[config.mk]
export PLATFORM = sky130hd
export DESIGN_NAME = mem_access_ctrl_flat
export DESIGN_NICKNAME = d
export VERILOG_FILES = /design/src/rtl/mem_access_ctrl_if.sv /design/src/rtl/mem_access_ctrl.sv /design/src/flat_wrapper.sv
export SDC_FILE = /design/constraint.sdc
export NUM_CORES = 1
export LEC_CHECK = 0
export CORE_MARGIN = 5
export CORE_UTILIZATION = 43
export DETAILED_ROUTE_END_ITERATION = 7
export PLACE_DENSITY = 0.85
export SETUP_SLACK_MARGIN = 0.15
export SLEW_MARGIN = 5
export SYNTH_ARGS = -nofsm -noshare
export SYNTH_HDL_FRONTEND = slang
export SYNTH_SLANG_ARGS = --single-unit
[constraint.sdc]
create_clock -name clock -period 3.05 [get_ports clock]
set_clock_uncertainty 0.2 [all_clocks]
set_input_delay 0.61 -clock clock [delete_from_list [all_inputs] [get_ports clock]]
set_output_delay 0.61 -clock clock [all_outputs]
set_load 0.005 [all_outputs]
[src/rtl/mem_access_ctrl_if.sv]
// Request/response handshake between the MEM stage and the load/store controller.
// The pipeline side drives requests (master); the controller answers (slave).
interface mem_access_ctrl_if;
  localparam int unsigned OP_W   = 4;
  localparam int unsigned DATA_W = 32;

  logic              req_valid;
  logic              req_ready;
  logic [OP_W-1:0]   req_op;
  logic [DATA_W-1:0] req_addr;
  logic [DATA_W-1:0] req_wdata;
  logic              resp_valid;
  logic [DATA_W-1:0] resp_rdata;
  logic              resp_err;

  modport master (
    output req_valid, req_op, req_addr, req_wdata,
    input  req_ready, resp_valid, resp_rdata, resp_err
  );

  modport slave (
    input  req_valid, req_op, req_addr, req_wdata,
    output req_ready, resp_valid, resp_rdata, resp_err
  );
endinterface

[src/rtl/mem_access_ctrl.sv]
// MEM-stage load/store controller in front of data_mem: one request at a time,
// halfwords split into two big-endian byte accesses, loads sign/zero-extended.
module mem_access_ctrl #(
  parameter int unsigned MEM_DEPTH = 32'd1000000
) (
  input  logic               clock,
  input  logic               reset,
  mem_access_ctrl_if.slave   bus,
  output logic [31:0]        mem_addr,
  output logic [31:0]        mem_wdata,
  output logic               mem_write_op,
  output logic               mem_en,
  output logic               mem_byte_op,
  input  logic [31:0]        mem_rdata_32,
  input  logic [7:0]         mem_rdata_8
);

  localparam int unsigned DATA_W = 32;
  localparam int unsigned OP_W   = 4;
  localparam int unsigned ADDR_W = 32;

  typedef enum logic [1:0] {S_IDLE, S_ACC0, S_ACC1, S_DONE} state_e;

  state_e              state_q, state_d;
  logic [OP_W-1:0]     op_q, op_d;
  logic [ADDR_W-1:0]   addr_q, addr_d;
  logic [DATA_W-1:0]   wdata_q, wdata_d;
  logic                err_q, err_d;
  logic [7:0]          b0_q, b0_d;
  logic                hi_q, hi_d;
  logic                ready_q, ready_d;
  logic                mem_en_q, mem_en_d;
  logic                mem_write_op_q, mem_write_op_d;
  logic                mem_byte_op_q, mem_byte_op_d;
  logic [ADDR_W-1:0]   mem_addr_q, mem_addr_d;
  logic [DATA_W-1:0]   mem_wdata_q, mem_wdata_d;
  logic                resp_valid_q, resp_valid_d;
  logic                resp_err_q, resp_err_d;
  logic [DATA_W-1:0]   resp_rdata_q, resp_rdata_d;

  logic                req_legal_c, req_misal_c, req_bad_c;
  logic [ADDR_W:0]     req_last_c;
  logic                op_store_c, op_half_c, op_word_c;
  logic [7:0]          ext_byte_c;
  logic [15:0]         ext_half_c;
  logic [DATA_W-1:0]   load_ext_c;

  // Validate the incoming request: opcode, alignment and last byte touched.
  always_comb begin
    req_legal_c = 1'b0;
    req_misal_c = 1'b0;
    req_last_c  = {1'b0, bus.req_addr};
    case (bus.req_op)
      4'd0, 4'd4, 4'd8: req_legal_c = 1'b1;
      4'd1, 4'd5, 4'd9: begin
        req_legal_c = 1'b1;
        req_misal_c = bus.req_addr[0];
        req_last_c  = {1'b0, bus.req_addr} + 33'd1;
      end
      4'd2, 4'd10: begin
        req_legal_c = 1'b1;
        req_misal_c = (bus.req_addr[1:0] != 2'b00);
        req_last_c  = {1'b0, bus.req_addr} + 33'd3;
      end
      default: req_legal_c = 1'b0;
    endcase
    req_bad_c = !req_legal_c || req_misal_c || (req_last_c > 33'(MEM_DEPTH));
  end

  assign op_store_c = op_q[3];
  assign op_half_c  = (op_q[1:0] == 2'd1);
  assign op_word_c  = (op_q[1:0] == 2'd2);

  // Memory outputs lag the state by one register, so read data is live during DONE.
  always_comb begin
    ext_byte_c = mem_rdata_8;
    ext_half_c = {b0_q, mem_rdata_8};
    if (op_word_c) begin
      load_ext_c = mem_rdata_32;
    end else if (op_half_c) begin
      load_ext_c = op_q[2] ? {16'h0000, ext_half_c} : {{16{ext_half_c[15]}}, ext_half_c};
    end else begin
      load_ext_c = op_q[2] ? {24'h000000, ext_byte_c} : {{24{ext_byte_c[7]}}, ext_byte_c};
    end
  end

  always_comb begin
    state_d        = state_q;
    op_d           = op_q;
    addr_d         = addr_q;
    wdata_d        = wdata_q;
    err_d          = err_q;
    b0_d           = b0_q;
    hi_d           = 1'b0;
    mem_en_d       = 1'b0;
    mem_write_op_d = 1'b0;
    mem_byte_op_d  = 1'b0;
    mem_addr_d     = '0;
    mem_wdata_d    = '0;
    resp_valid_d   = 1'b0;
    resp_err_d     = 1'b0;
    resp_rdata_d   = '0;

    case (state_q)
      S_IDLE: begin
        if (bus.req_valid) begin
          op_d    = bus.req_op;
          addr_d  = bus.req_addr;
          wdata_d = bus.req_wdata;
          err_d   = req_bad_c;
          state_d = req_bad_c ? S_DONE : S_ACC0;
        end
      end
      S_ACC0: begin
        mem_en_d       = 1'b1;
        mem_addr_d     = addr_q;
        mem_write_op_d = op_store_c;
        mem_byte_op_d  = !op_word_c;
        if (op_store_c) begin
          if (op_word_c)      mem_wdata_d = wdata_q;
          else if (op_half_c) mem_wdata_d = {24'h000000, wdata_q[15:8]};
          else                mem_wdata_d = {24'h000000, wdata_q[7:0]};
        end
        state_d = op_half_c ? S_ACC1 : S_DONE;
      end
      S_ACC1: begin
        mem_en_d       = 1'b1;
        mem_addr_d     = addr_q + 32'd1;
        mem_write_op_d = op_store_c;
        mem_byte_op_d  = 1'b1;
        mem_wdata_d    = op_store_c ? {24'h000000, wdata_q[7:0]} : '0;
        hi_d           = 1'b1;
        state_d        = S_DONE;
      end
      S_DONE: begin
        resp_valid_d = 1'b1;
        resp_err_d   = err_q;
        resp_rdata_d = (err_q || op_store_c) ? '0 : load_ext_c;
        state_d      = S_IDLE;
      end
      default: state_d = S_IDLE;
    endcase

    ready_d = (state_d == S_IDLE);
    if (mem_en_q && !hi_q) b0_d = mem_rdata_8;
  end

  always_ff @(posedge clock) begin
    if (reset) begin
      state_q        <= S_IDLE;
      op_q           <= '0;
      addr_q         <= '0;
      wdata_q        <= '0;
      err_q          <= 1'b0;
      b0_q           <= '0;
      hi_q           <= 1'b0;
      ready_q        <= 1'b1;
      mem_en_q       <= 1'b0;
      mem_write_op_q <= 1'b0;
      mem_byte_op_q  <= 1'b0;
      mem_addr_q     <= '0;
      mem_wdata_q    <= '0;
      resp_valid_q   <= 1'b0;
      resp_err_q     <= 1'b0;
      resp_rdata_q   <= '0;
    end else begin
      state_q        <= state_d;
      op_q           <= op_d;
      addr_q         <= addr_d;
      wdata_q        <= wdata_d;
      err_q          <= err_d;
      b0_q           <= b0_d;
      hi_q           <= hi_d;
      ready_q        <= ready_d;
      mem_en_q       <= mem_en_d;
      mem_write_op_q <= mem_write_op_d;
      mem_byte_op_q  <= mem_byte_op_d;
      mem_addr_q     <= mem_addr_d;
      mem_wdata_q    <= mem_wdata_d;
      resp_valid_q   <= resp_valid_d;
      resp_err_q     <= resp_err_d;
      resp_rdata_q   <= resp_rdata_d;
    end
  end

  assign bus.req_ready  = ready_q;
  assign bus.resp_valid = resp_valid_q;
  assign bus.resp_err   = resp_err_q;
  assign bus.resp_rdata = resp_rdata_q;
  assign mem_en         = mem_en_q;
  assign mem_write_op   = mem_write_op_q;
  assign mem_byte_op    = mem_byte_op_q;
  assign mem_addr       = mem_addr_q;
  assign mem_wdata      = mem_wdata_q;

endmodule

[src/flat_wrapper.sv]
// flat-port wrapper written by rule: the top's interface ports become plain ports
module mem_access_ctrl_flat 
#(
  parameter int unsigned MEM_DEPTH = 32'd1000000
)
  (clock, reset, mem_addr, mem_wdata, mem_write_op, mem_en, mem_byte_op, mem_rdata_32, mem_rdata_8, bus_req_valid, bus_req_op, bus_req_addr, bus_req_wdata, bus_req_ready, bus_resp_valid, bus_resp_rdata, bus_resp_err);
  mem_access_ctrl_if bus_i ();
  input  logic clock;
  input  logic reset;
  output logic [31:0] mem_addr;
  output logic [31:0] mem_wdata;
  output logic mem_write_op;
  output logic mem_en;
  output logic mem_byte_op;
  input  logic [31:0] mem_rdata_32;
  input  logic [7:0] mem_rdata_8;
  input wire logic [$bits(bus_i.req_valid)-1:0] bus_req_valid;
  input wire logic [$bits(bus_i.req_op)-1:0] bus_req_op;
  input wire logic [$bits(bus_i.req_addr)-1:0] bus_req_addr;
  input wire logic [$bits(bus_i.req_wdata)-1:0] bus_req_wdata;
  output wire logic [$bits(bus_i.req_ready)-1:0] bus_req_ready;
  output wire logic [$bits(bus_i.resp_valid)-1:0] bus_resp_valid;
  output wire logic [$bits(bus_i.resp_rdata)-1:0] bus_resp_rdata;
  output wire logic [$bits(bus_i.resp_err)-1:0] bus_resp_err;
  assign bus_i.req_valid = bus_req_valid;
  assign bus_i.req_op = bus_req_op;
  assign bus_i.req_addr = bus_req_addr;
  assign bus_i.req_wdata = bus_req_wdata;
  assign bus_req_ready = bus_i.req_ready;
  assign bus_resp_valid = bus_i.resp_valid;
  assign bus_resp_rdata = bus_i.resp_rdata;
  assign bus_resp_err = bus_i.resp_err;
  mem_access_ctrl #(.MEM_DEPTH(MEM_DEPTH)) u_core (.clock(clock), .reset(reset), .bus(bus_i), .mem_addr(mem_addr), .mem_wdata(mem_wdata), .mem_write_op(mem_write_op), .mem_en(mem_en), .mem_byte_op(mem_byte_op), .mem_rdata_32(mem_rdata_32), .mem_rdata_8(mem_rdata_8));
endmodule
==> impl_metrics.ini <==
[global_route]
antenna_found_initial = 1
overflow = 0
grt_pass1_wl_um = 34500
grt_pass1_vias = 6899
gr-usage-all-layers_pct = 21.2
grt_max_degree = 82

[clock_network]
h-tree-depth = 4
cts_buffers = 17
cts-root-buf = clkbuf_16
cts_sinks = 182
ctsLongestPathBuffers = 2
cts.clk_slew.worst_paths_ns = 0.07
clk_latency_ns = 0.43
postCtsHoldBufs = 0
cts_tree = built

[timing]
min_period_over_period_pct = 92.8
fin_hold_ws_ns = 0.184
rsz0062_at_grt = false
worst_pin_slew_ns = 1.04
hold_viol_final = 0
slew_violations = 0
max_freq_mhz = 353
min_period_ns = 2.83
finalSetupViolCount = 0
max_slew_margin_pct = 30.6

[power_and_ir_drop]
p_int_uw = 4480
switching_share_pct = 33.2
leakagePower_uw = 0.00411
p_switching_uw = 2230
pwr-share-comb_pct = 23.7
p_clk_share_pct = 33.7
ir_worst_vdd_mv = 0.420
power_density_nw_per_um2 = 611
power_uw = 6720
pwr-share-seq_pct = 42.6

[layout]
mostFrequentLayoutCell = nand2_1
nets = 1278
layout-drive-gt1-share_pct = 12.7
final_cell_mix = nand2_1 (225), clkdlybuf4s50_1 (205), dfxtp_1 (182), a21oi_1 (109), buf_4 (67)
syn_to_final_growth_pct = 47.0

[placement]
gp_congestion = 0.890
port_buffers = 212
dp_hpwl_um = 16000

[logic_synthesis]
syn_inst = 910
ys_ff_latch = 182
synth_flop_cell = dfxtp_1
synth_edf_count = 0
async_reset_ff_share_pct = 0
ys_types = 61
synth.net_count = 1029
avgSynthCellArea_um2 = 8.22
syn_area_um2 = 7480
synth_warnings = 0
ys_seq_area_share_pct = 48.7

[routing]
first_pass_iters = 7
drc = 0
top_layer = met4
wl_met1_um = 9250
ant_nets = 0
routed_wl_um = 21800
wl_met2_um = 10600
wl_per_cell_um = 15.6
via_per_inst = 5.21
vias = 7287
met3_length_um = 1420
drt-initial-drc-count = 417

[setup_path]
crit_required_ns = 3.22
critPathKind = input port to flip-flop
slowest_stage = clkdlybuf4s50_1
start_kind = input port
cp_cell_sequence = clkdlybuf4s50_1, a21oi_2, a21oi_4, buf_12, nor4_4, buf_4, mux2i_1, nand3_1, o31ai_4, nand3_2, o21ai_2, and3b_1
cp_max_fo = 9
crit_path_max_incr_delay_ns = 0.48
crit_path_end_kind = flip-flop
reg2reg_slack_ns = 0.54
cp_data_arrival_time_ns = 3.00

[flow_run]
maxCapViolCount = 0

[die]
design.die.area_um2 = 20100
die_x_um = 142
ioPinCount = 213
core-area_um2 = 17200
initial_core_util_pct = 43.5
row_count = 48
die_h_um = 142

[run_status]
outcome = finished, final reports clean

[hold_path]
hold_path_class = input port to flip-flop
[flip-flops by register name (all words and copies together), names as in the netlist]
register,flops
u_core.addr_q,32
u_core.mem_write_op,1
u_core.mem_wdata,32
u_core.mem_addr,32
u_core.hi_q,1
u_core.wdata_q,32
u_core.bus.resp_err,1
u_core.op_q,4
u_core.bus.resp_rdata,32
u_core.mem_en,1
u_core.bus.resp_valid,1
u_core.state_q,2
u_core.bus.req_ready,1
u_core.b0_q,8
u_core.err_q,1
u_core.mem_byte_op,1
[stage by stage]
step / util (%) / setup WS (ns) / setup TNS, ns / instance area [um2] / instances
after global placement: 59.4 / -0.503 / -1.45 / 10200 / 1362
final: 64.0 / 0.219 / 0 / 11000 / 1398
after global routing: 64.0 / 0.131 / 0 / 11000 / 1398
after CTS: 63.4 / 0.158 / 0 / 10900 / 1395
after floorplan: - / 0.0880 / 0 / 7490 / 910
after detailed placement: 59.4 / -0.550 / -1.56 / 10200 / 1362
[metal layers]
metal	vias up	track usage, %
li1	3603	-
met1	3372	27.5
met2	274	35.4
met3	38	4.25
met4	0	7.02
met5	-	0
[worst max-delay path, delay by kind of cell]
kind / cells / cell delay (ns)
buf+inv: 3 / 0.82
compound gates: 4 / 0.61
mux: 1 / 0.18
simple gates: 4 / 0.76
[what timing repair did]
action / in CTS / in global routing
pin swaps: 11 / 17
buffers inserted: 1 / 2
resized for setup: 13 / 24
endpoints found under the setup margin: 3 / 3
cloned: 0 / 0
[final timing paths]
kind                                   start                               end  depth (start not counted)
min reg2reg  u_core.wdata_q[29]$_SDFFE_PP0P_   u_core.wdata_q[29]$_SDFFE_PP0P_                          2
max                            bus_req_op[3]   u_core.bus.req_ready$_SDFF_PP1_                         12
min                                    reset  u_core.bus.resp_valid$_SDFF_PP0_                          2
max reg2reg    u_core.addr_q[1]$_SDFFE_PP0P_    u_core.mem_addr[30]$_SDFF_PP0_                         10
[layout make-up]
type	count	area, um2
well taps	225	282
inverters	9	33.8
fillers	1445	6190
diodes	1	2.50
flip-flops and latches	182	3640
multi-input cells	668	3740
repair buffers	281	2650
clock buffers	17	425
clock inverters	15	205
[synthesized netlist by cell type (4+ instances only)]
library cell,number,area [um2]
xnor2_1,10,87.6
nor2_1,39,146
ha_1,7,87.6
a22oi_1,10,75.1
nand3_1,25,125
and3_1,18,113
nor2b_1,13,81.3
o21ai_0,66,330
dfxtp_1,182,3640
nor3_1,13,65.1
mux2i_1,10,100
inv_1,9,33.8
nand4_1,10,62.6
nand2_1,227,852
clkbuf_1,38,143
buf_1,6,22.5
xor2_1,10,87.6
nand2b_1,4,25.0
and2_1,30,188
nor4_1,8,50.1
a21oi_1,112,561
[cells by family after synthesis]
family / Yosys count / synth area share, %
AND/OR/NAND/NOR: 413 / 26.5
AO/OA/AOI/OAI: 217 / 16.3
flip-flops: 182 / 48.7
buffers and inverters: 60 / 3.31
XOR/XNOR: 20 / 2.34
multiplexers: 10 / 1.34
adder cells (fa/ha/maj): 8 / 1.44
[power groups by stage]
stage	Sequential, uW	Clock (uW)	Combinational, uW
final	2860	2260	1590
after global routing	2900	2400	1770
after CTS	2860	2300	1580
after floorplan	2860	0	912
after detailed placement	2910	0	1560
after global placement	2900	0	1530
No activity file was read; power rests on OpenSTA's default activity.
